--- src/rtl/prim_pad_filter_bank.sv ---
`default_nettype none
// ---------------------------------------------------------------------------
// prim_pad_filter_bank : per-pad synchronizer, glitch filter, edge detect and
//                        registered output driver with virtual open-drain.
// Revision 1.0
// ---------------------------------------------------------------------------
module prim_pad_filter_bank #(
   parameter int NumPads    = 8,
   parameter int SyncStages = 2,
   parameter int CntWidth   = 4
) (
   input  logic                clk_i,
   input  logic                rst_ni,
   input  logic [NumPads-1:0]  pad_in_i,
   input  logic [NumPads-1:0]  ie_i,
   input  logic [NumPads-1:0]  invert_i,
   input  logic [NumPads-1:0]  filter_en_i,
   input  logic [CntWidth-1:0] filter_thresh_i,
   input  logic [NumPads-1:0]  out_i,
   input  logic [NumPads-1:0]  oe_i,
   input  logic [NumPads-1:0]  virt_od_en_i,
   output logic [NumPads-1:0]  pad_out_o,
   output logic [NumPads-1:0]  pad_oe_o,
   output logic [NumPads-1:0]  in_o,
   output logic [NumPads-1:0]  rise_o,
   output logic [NumPads-1:0]  fall_o
);

   logic [SyncStages-1:0][NumPads-1:0] sync_q, sync_d;
   logic [NumPads-1:0]                 sync_inv;
   logic [NumPads-1:0]                 filt_q, filt_d;
   logic [NumPads-1:0]                 filt_dly_q, filt_dly_d;
   logic [NumPads-1:0][CntWidth-1:0]   cnt_q, cnt_d;
   logic [NumPads-1:0]                 out_inv;
   logic [NumPads-1:0]                 pad_out_q, pad_out_d;
   logic [NumPads-1:0]                 pad_oe_q, pad_oe_d;

   // Gating with ie_i before the first flop keeps disabled pads at a clean 0.
   always_comb begin
      sync_d = {sync_q[SyncStages-2:0], pad_in_i & ie_i};
   end

   // The filter lives in the inverted domain, so an invert_i change is just
   // another mismatch that must survive the threshold like a pad transition.
   assign sync_inv = sync_q[SyncStages-1] ^ invert_i;

   always_comb begin
      filt_d     = filt_q;
      cnt_d      = cnt_q;
      filt_dly_d = filt_q;
      for (int i = 0; i < NumPads; i++) begin
         if (!filter_en_i[i]) begin
            filt_d[i] = sync_inv[i];
            cnt_d[i]  = '0;
         end else if (sync_inv[i] == filt_q[i]) begin
            cnt_d[i]  = '0;
         end else if (cnt_q[i] >= filter_thresh_i) begin
            filt_d[i] = sync_inv[i];
            cnt_d[i]  = '0;
         end else begin
            cnt_d[i]  = cnt_q[i] + CntWidth'(1);
         end
      end
   end

   // Open-drain emulation: a logical high releases the driver instead of driving it.
   assign out_inv = out_i ^ invert_i;

   always_comb begin
      pad_out_d = out_inv;
      pad_oe_d  = oe_i & ~(out_inv & virt_od_en_i);
   end

   always_ff @(posedge clk_i) begin
      if (!rst_ni) begin
         sync_q     <= '0;
         filt_q     <= '0;
         filt_dly_q <= '0;
         cnt_q      <= '0;
         pad_out_q  <= '0;
         pad_oe_q   <= '0;
      end else begin
         sync_q     <= sync_d;
         filt_q     <= filt_d;
         filt_dly_q <= filt_dly_d;
         cnt_q      <= cnt_d;
         pad_out_q  <= pad_out_d;
         pad_oe_q   <= pad_oe_d;
      end
   end

   assign in_o      = filt_q;
   assign rise_o    = filt_q & ~filt_dly_q;
   assign fall_o    = ~filt_q & filt_dly_q;
   assign pad_out_o = pad_out_q;
   assign pad_oe_o  = pad_oe_q;

endmodule
`default_nettype wire

--- config.mk ---
export PLATFORM = sky130hd
export DESIGN_NAME = prim_pad_filter_bank
export DESIGN_NICKNAME = d
export VERILOG_FILES = /design/src/rtl/prim_pad_filter_bank.sv
export SDC_FILE = /design/constraint.sdc
export NUM_CORES = 1
export LEC_CHECK = 0
export ABC_AREA = 1
export CORE_AREA = 8 8 109 111
export DETAILED_ROUTE_END_ITERATION = 8
export DIE_AREA = 0 0 117 119
export GPL_ROUTABILITY_DRIVEN = 0
export PLACE_DENSITY_LB_ADDON = 0.3
export SYNTH_ARGS = -nofsm -noshare
export SYNTH_HDL_FRONTEND = slang
export SYNTH_SLANG_ARGS = --single-unit
--- constraint.sdc ---
create_clock -name clk_i -period 2.3 [get_ports clk_i]
set_input_delay 0.345 -clock clk_i [delete_from_list [all_inputs] [get_ports clk_i]]
set_output_delay 0.345 -clock clk_i [all_outputs]
set_load 0.005 [all_outputs]
Word level (Yosys, flattened, before mapping)
Index checks and enable logic that the tools add are counted.
{"block": "totals", "inputBits": 62, "register_bits": 80}
{"block": "classes", "mux": 24, "addsub": 8, "eq_ne": 24, "order_cmp": 8, "reduce_logical": 16, "bitwise_logic": 19}
{"operator": "bitwise AND 8 bit", "n": 5}
{"operator": "adder 4 x 1 -> 4 bit, second input constant", "n": 8}
{"operator": "greater-or-equal comparator 4 bit", "n": 8}
{"operator": "OR reduction 4 bit", "n": 8}
{"operator": "2-to-1 mux 1 bit", "n": 24}
{"operator": "NOT 8 bit", "n": 3}
{"operator": "inequality test 2 x 1 -> 1 bit, second input constant", "n": 8}
{"operator": "inequality test 2 bit, second input constant", "n": 8}
{"operator": "AND reduction 2 bit", "n": 8}
{"operator": "bitwise XOR 8 bit", "n": 2}
{"operator": "NOT 1 bit", "n": 9}
{"operator": "== test 1 bit", "n": 8}

Longest topological paths before layout
{"block": "logic_depth", "ltp_word": 4, "depth_mapped": 10, "mapped_depth_nobuf": 10}

Least setup slack after synthesis
Ideal clock, no wire load.
{"block": "synth_path", "kind": "input-to-reg", "startpoint": "input filter_thresh_i[3]", "endpoint": "register cnt_q[28] (netlist bit)", "slack_ns": 0.987, "cell_stages": 7, "n_path_buf": 0, "arrival_ns": 1.236, "required_time_ns": 2.222, "setup_time_ns": 0.078, "path_cell_list": "inv_1 -> ha_1 -> nand2_1 -> nand2_1 -> nor2_1 -> nand2_1 -> nor3_1"}
{"block": "synth_via", "elab_chain_len": 2}
{"element": "start, declared", "line_no": "18", "source": "input logic [CntWidth-1:0] filter_thresh_i,"}
{"element": "greater-or-equal comparator 4 bit", "line_no": "57", "source": "end else if (cnt_q[i] >= filter_thresh_i) begin"}
{"element": "OR reduction 4 bit (no line)"}
{"element": "end signal, assigned", "line_no": "86", "source": "cnt_q <= cnt_d;"}
{"element": "end, declared", "line_no": "33", "source": "logic [NumPads-1:0][CntWidth-1:0] cnt_q, cnt_d;"}
No other way between the ends.
A chain may end at the register's enable or synchronous reset.

Final worst setup path
{"block": "layout_path", "startpoint": "register filt_q[0] (netlist: in_o[0])", "endpoint": "output rise_o[0]"}
{"block": "layout_via", "elab_chain_len": 1}
{"element": "start, declared", "line_no": "31", "source": "logic [NumPads-1:0] filt_q, filt_d;"}
{"element": "start signal, assigned", "line_no": "84", "source": "filt_q <= filt_d;"}
{"element": "bitwise AND 8 bit", "line_no": "93", "source": "assign rise_o = filt_q & ~filt_dly_q;"}
{"element": "end, declared", "line_no": "25", "source": "output logic [NumPads-1:0] rise_o,"}
No other way between the ends.

==> reports/results.tsv <==
metric	value	unit
clk_pin_slew	0.08	ns
avgSynthCellArea	7.35	µm²
p_switching	0.762	mW
grt_use_total	0.137	
outcome	completed	
max-cap-violations	0	
report.final.slew_viol_count	0	
io_pins	102	
worstPathRequired	1.96	ns
area_delta_synth_final	35.5	%
vias_per_cell	4.38	
p_per_area	595	nW/µm²
hold_buffers	0	
instances_no_fill	788	
start_util	0.391	
critPathLaunch	in_o[0]	
finalHoldViolCount	0	
wl_met3	712	µm
setup-tns-final	0	ns
cp-endpoint	rise_o[0]	
netlist_area	3950	µm²
io_buffers	101	
path_max_fanout	5	
switching_share	0.240	
seq_area_frac_synth	0.406	
r2r_cells	9	
drc	0	
first_global_vias	3415	
antenna_found_initial	0	
top_layer_used	met4	
dr.pass1.iters	4	
routed_wl	8990	µm
clockRootBuffer	clkbuf_8	
die_h	119	µm
worst_skew_pair.late_latency	0.36	ns
gr-total-overflow	0	
slew_headroom	0.582	
fin_total_pwr	3.18	mW
regToRegSetupSlack	0.96	ns
num_rows	37	
clock_skew	0.00942	ns
initialDrtViolationCount	136	
layout_common_cells	141 x nand2_1, 111 x inv_1, 100 x clkdlybuf4s50_1, 80 x dfxtp_1, 45 x nor2_1	
holdWs	0.404	ns
setup_viol	0	
r2r_start	cnt_q[12]	
cts.sinks	80	
ys_types	13	
core	10100	µm²
dr_wl_met2	4210	µm
timing.fmax	0.541	GHz
dpl.hpwl	6950	µm
cts_setup_buffers	0	
combPwrFrac	0.160	
crit_arrival	1.50	ns
numCtsBuffers	9	
dpl_cell_area	5120	µm²
final_nets	749	
wire_per_inst	11.4	µm
hold_path.class	in -> reg	
tightest_slew	0.627	ns
cts_resized	0	
final_common_cell	nand2_1	
finalCritPeriodShare	0.803	
synth.net_count	639	
p_clk_frac	0.374	
ys_warn_count	0	
path_class	reg -> out	
grt_max_degree	20	
cts_max_path_buffers	2	
cts_htree_levels	3	
syn_inst	537	
p_int	2.42	mW
end_kind	output pin	
wl_met1	3860	µm
die_w	117	µm
dieArea	13900	µm²
r2r_end	cnt_q[15]	
drive_gt1_frac	0.0383	
cts_tree	done	
placed_cells	772	
drtAntennaViolNets	0	
cp-start-kind	flip-flop	
seqPwrFrac	0.466	
nFillCells	1007	
grt_setup_unrepaired	false	
power_leakage	2.67	nW
antenna_cells	0	
vias	3450	
grt_pass1_wl	15100	µm
ys_seq_elements	80	
min_period	1.85	ns
peakVddDrop	293	µV
stdcell_area	5350	µm²
## flip-flops by register name (all words and copies together) (netlist names)
signal,cells
pad_out_o,8
sync_q,8
sync_d,8
filt_dly_q,8
in_o,8
pad_oe_o,8
cnt_q,32
## power groups by stage
stage	combinational (mW)	clock [mW]	sequential [mW]
6_report	0.509	1.19	1.48
5_1_grt	0.581	1.30	1.49
4_1_cts	0.520	1.24	1.48
3_5_place_dp	0.516	0	1.51
3_3_place_gp	0.502	0	1.51
2_1_floorplan	0.240	0	1.51
## cell usage after synthesis
master | instances | area, µm²
xnor2_1 | 8 | 70.1
nand3_1 | 41 | 205
xor2_1 | 16 | 140
ha_1 | 40 | 500
nor3_1 | 32 | 160
a21oi_1 | 11 | 55.1
nand2_1 | 141 | 529
buf_4 | 2 | 15.0
buf_2 | 3 | 15.0
dfxtp_1 | 80 | 1600
nor2_1 | 45 | 169
nand3_2 | 7 | 70.1
inv_1 | 111 | 417
## how the worst min path moves through the flow
stage,from,to,slack [ns],depth (start not counted)
finish,rst_ni,sync_q[8],0.40,3
global route,rst_ni,sync_q[8],0.42,3
CTS,rst_ni,sync_q[8],0.39,3
detailed placement,sync_d[8],sync_q[8],0.40,2
global placement,sync_d[15],sync_q[15],0.39,2
floorplan,sync_d[10],sync_q[10],0.39,2
## worst max-delay path, cell delays in order, from the launching register on
cell	delay [ns]
dfxtp_1	0.42
inv_1	0.10
nor2_1	0.10
clkdlybuf4s50_1	0.52
## logic make-up (layout without fill, tap and decap cells)
| group | after synthesis | in the layout | share of synthesized area |
|---|---|---|---|
| flops | 80 | 80 | 0.406 |
| xor+xnor | 24 | 24 | 0.0532 |
| simple gates | 266 | 266 | 0.287 |
| fa+ha+maj | 40 | 40 | 0.127 |
| buf+inv | 116 | 231 | 0.113 |
| compound gates | 11 | 11 | 0.0139 |
## final cells by class
cell class                      count  area, µm²  area share
Clock inverter                      2       60.1      0.0112
Sequential cell                    80       1600       0.299
Timing Repair Buffer              104       1030       0.192
Multi-Input combinational cell    341       1900       0.355
Clock buffer                       14        173      0.0323
Tap cell                          136        170      0.0318
Inverter                          111        417      0.0779
## through the flow
stage	setup slack, ns	utilization
after floorplan	0.987	-
after CTS	0.431	0.530
after global routing	0.321	0.530
final	0.452	0.530
after detailed placement	0.244	0.507
after global placement	0.301	0.507
## per-layer routing
| metal | vias up | GRT usage |
|---|---|---|
| li1 | 1855 | - |
| met1 | 1500 | 0.158 |
| met2 | 79 | 0.217 |
| met3 | 16 | 0.0475 |
| met4 | 0 | 0.0729 |
| met5 | - | 0 |
(Power assumes the default switching activity.)
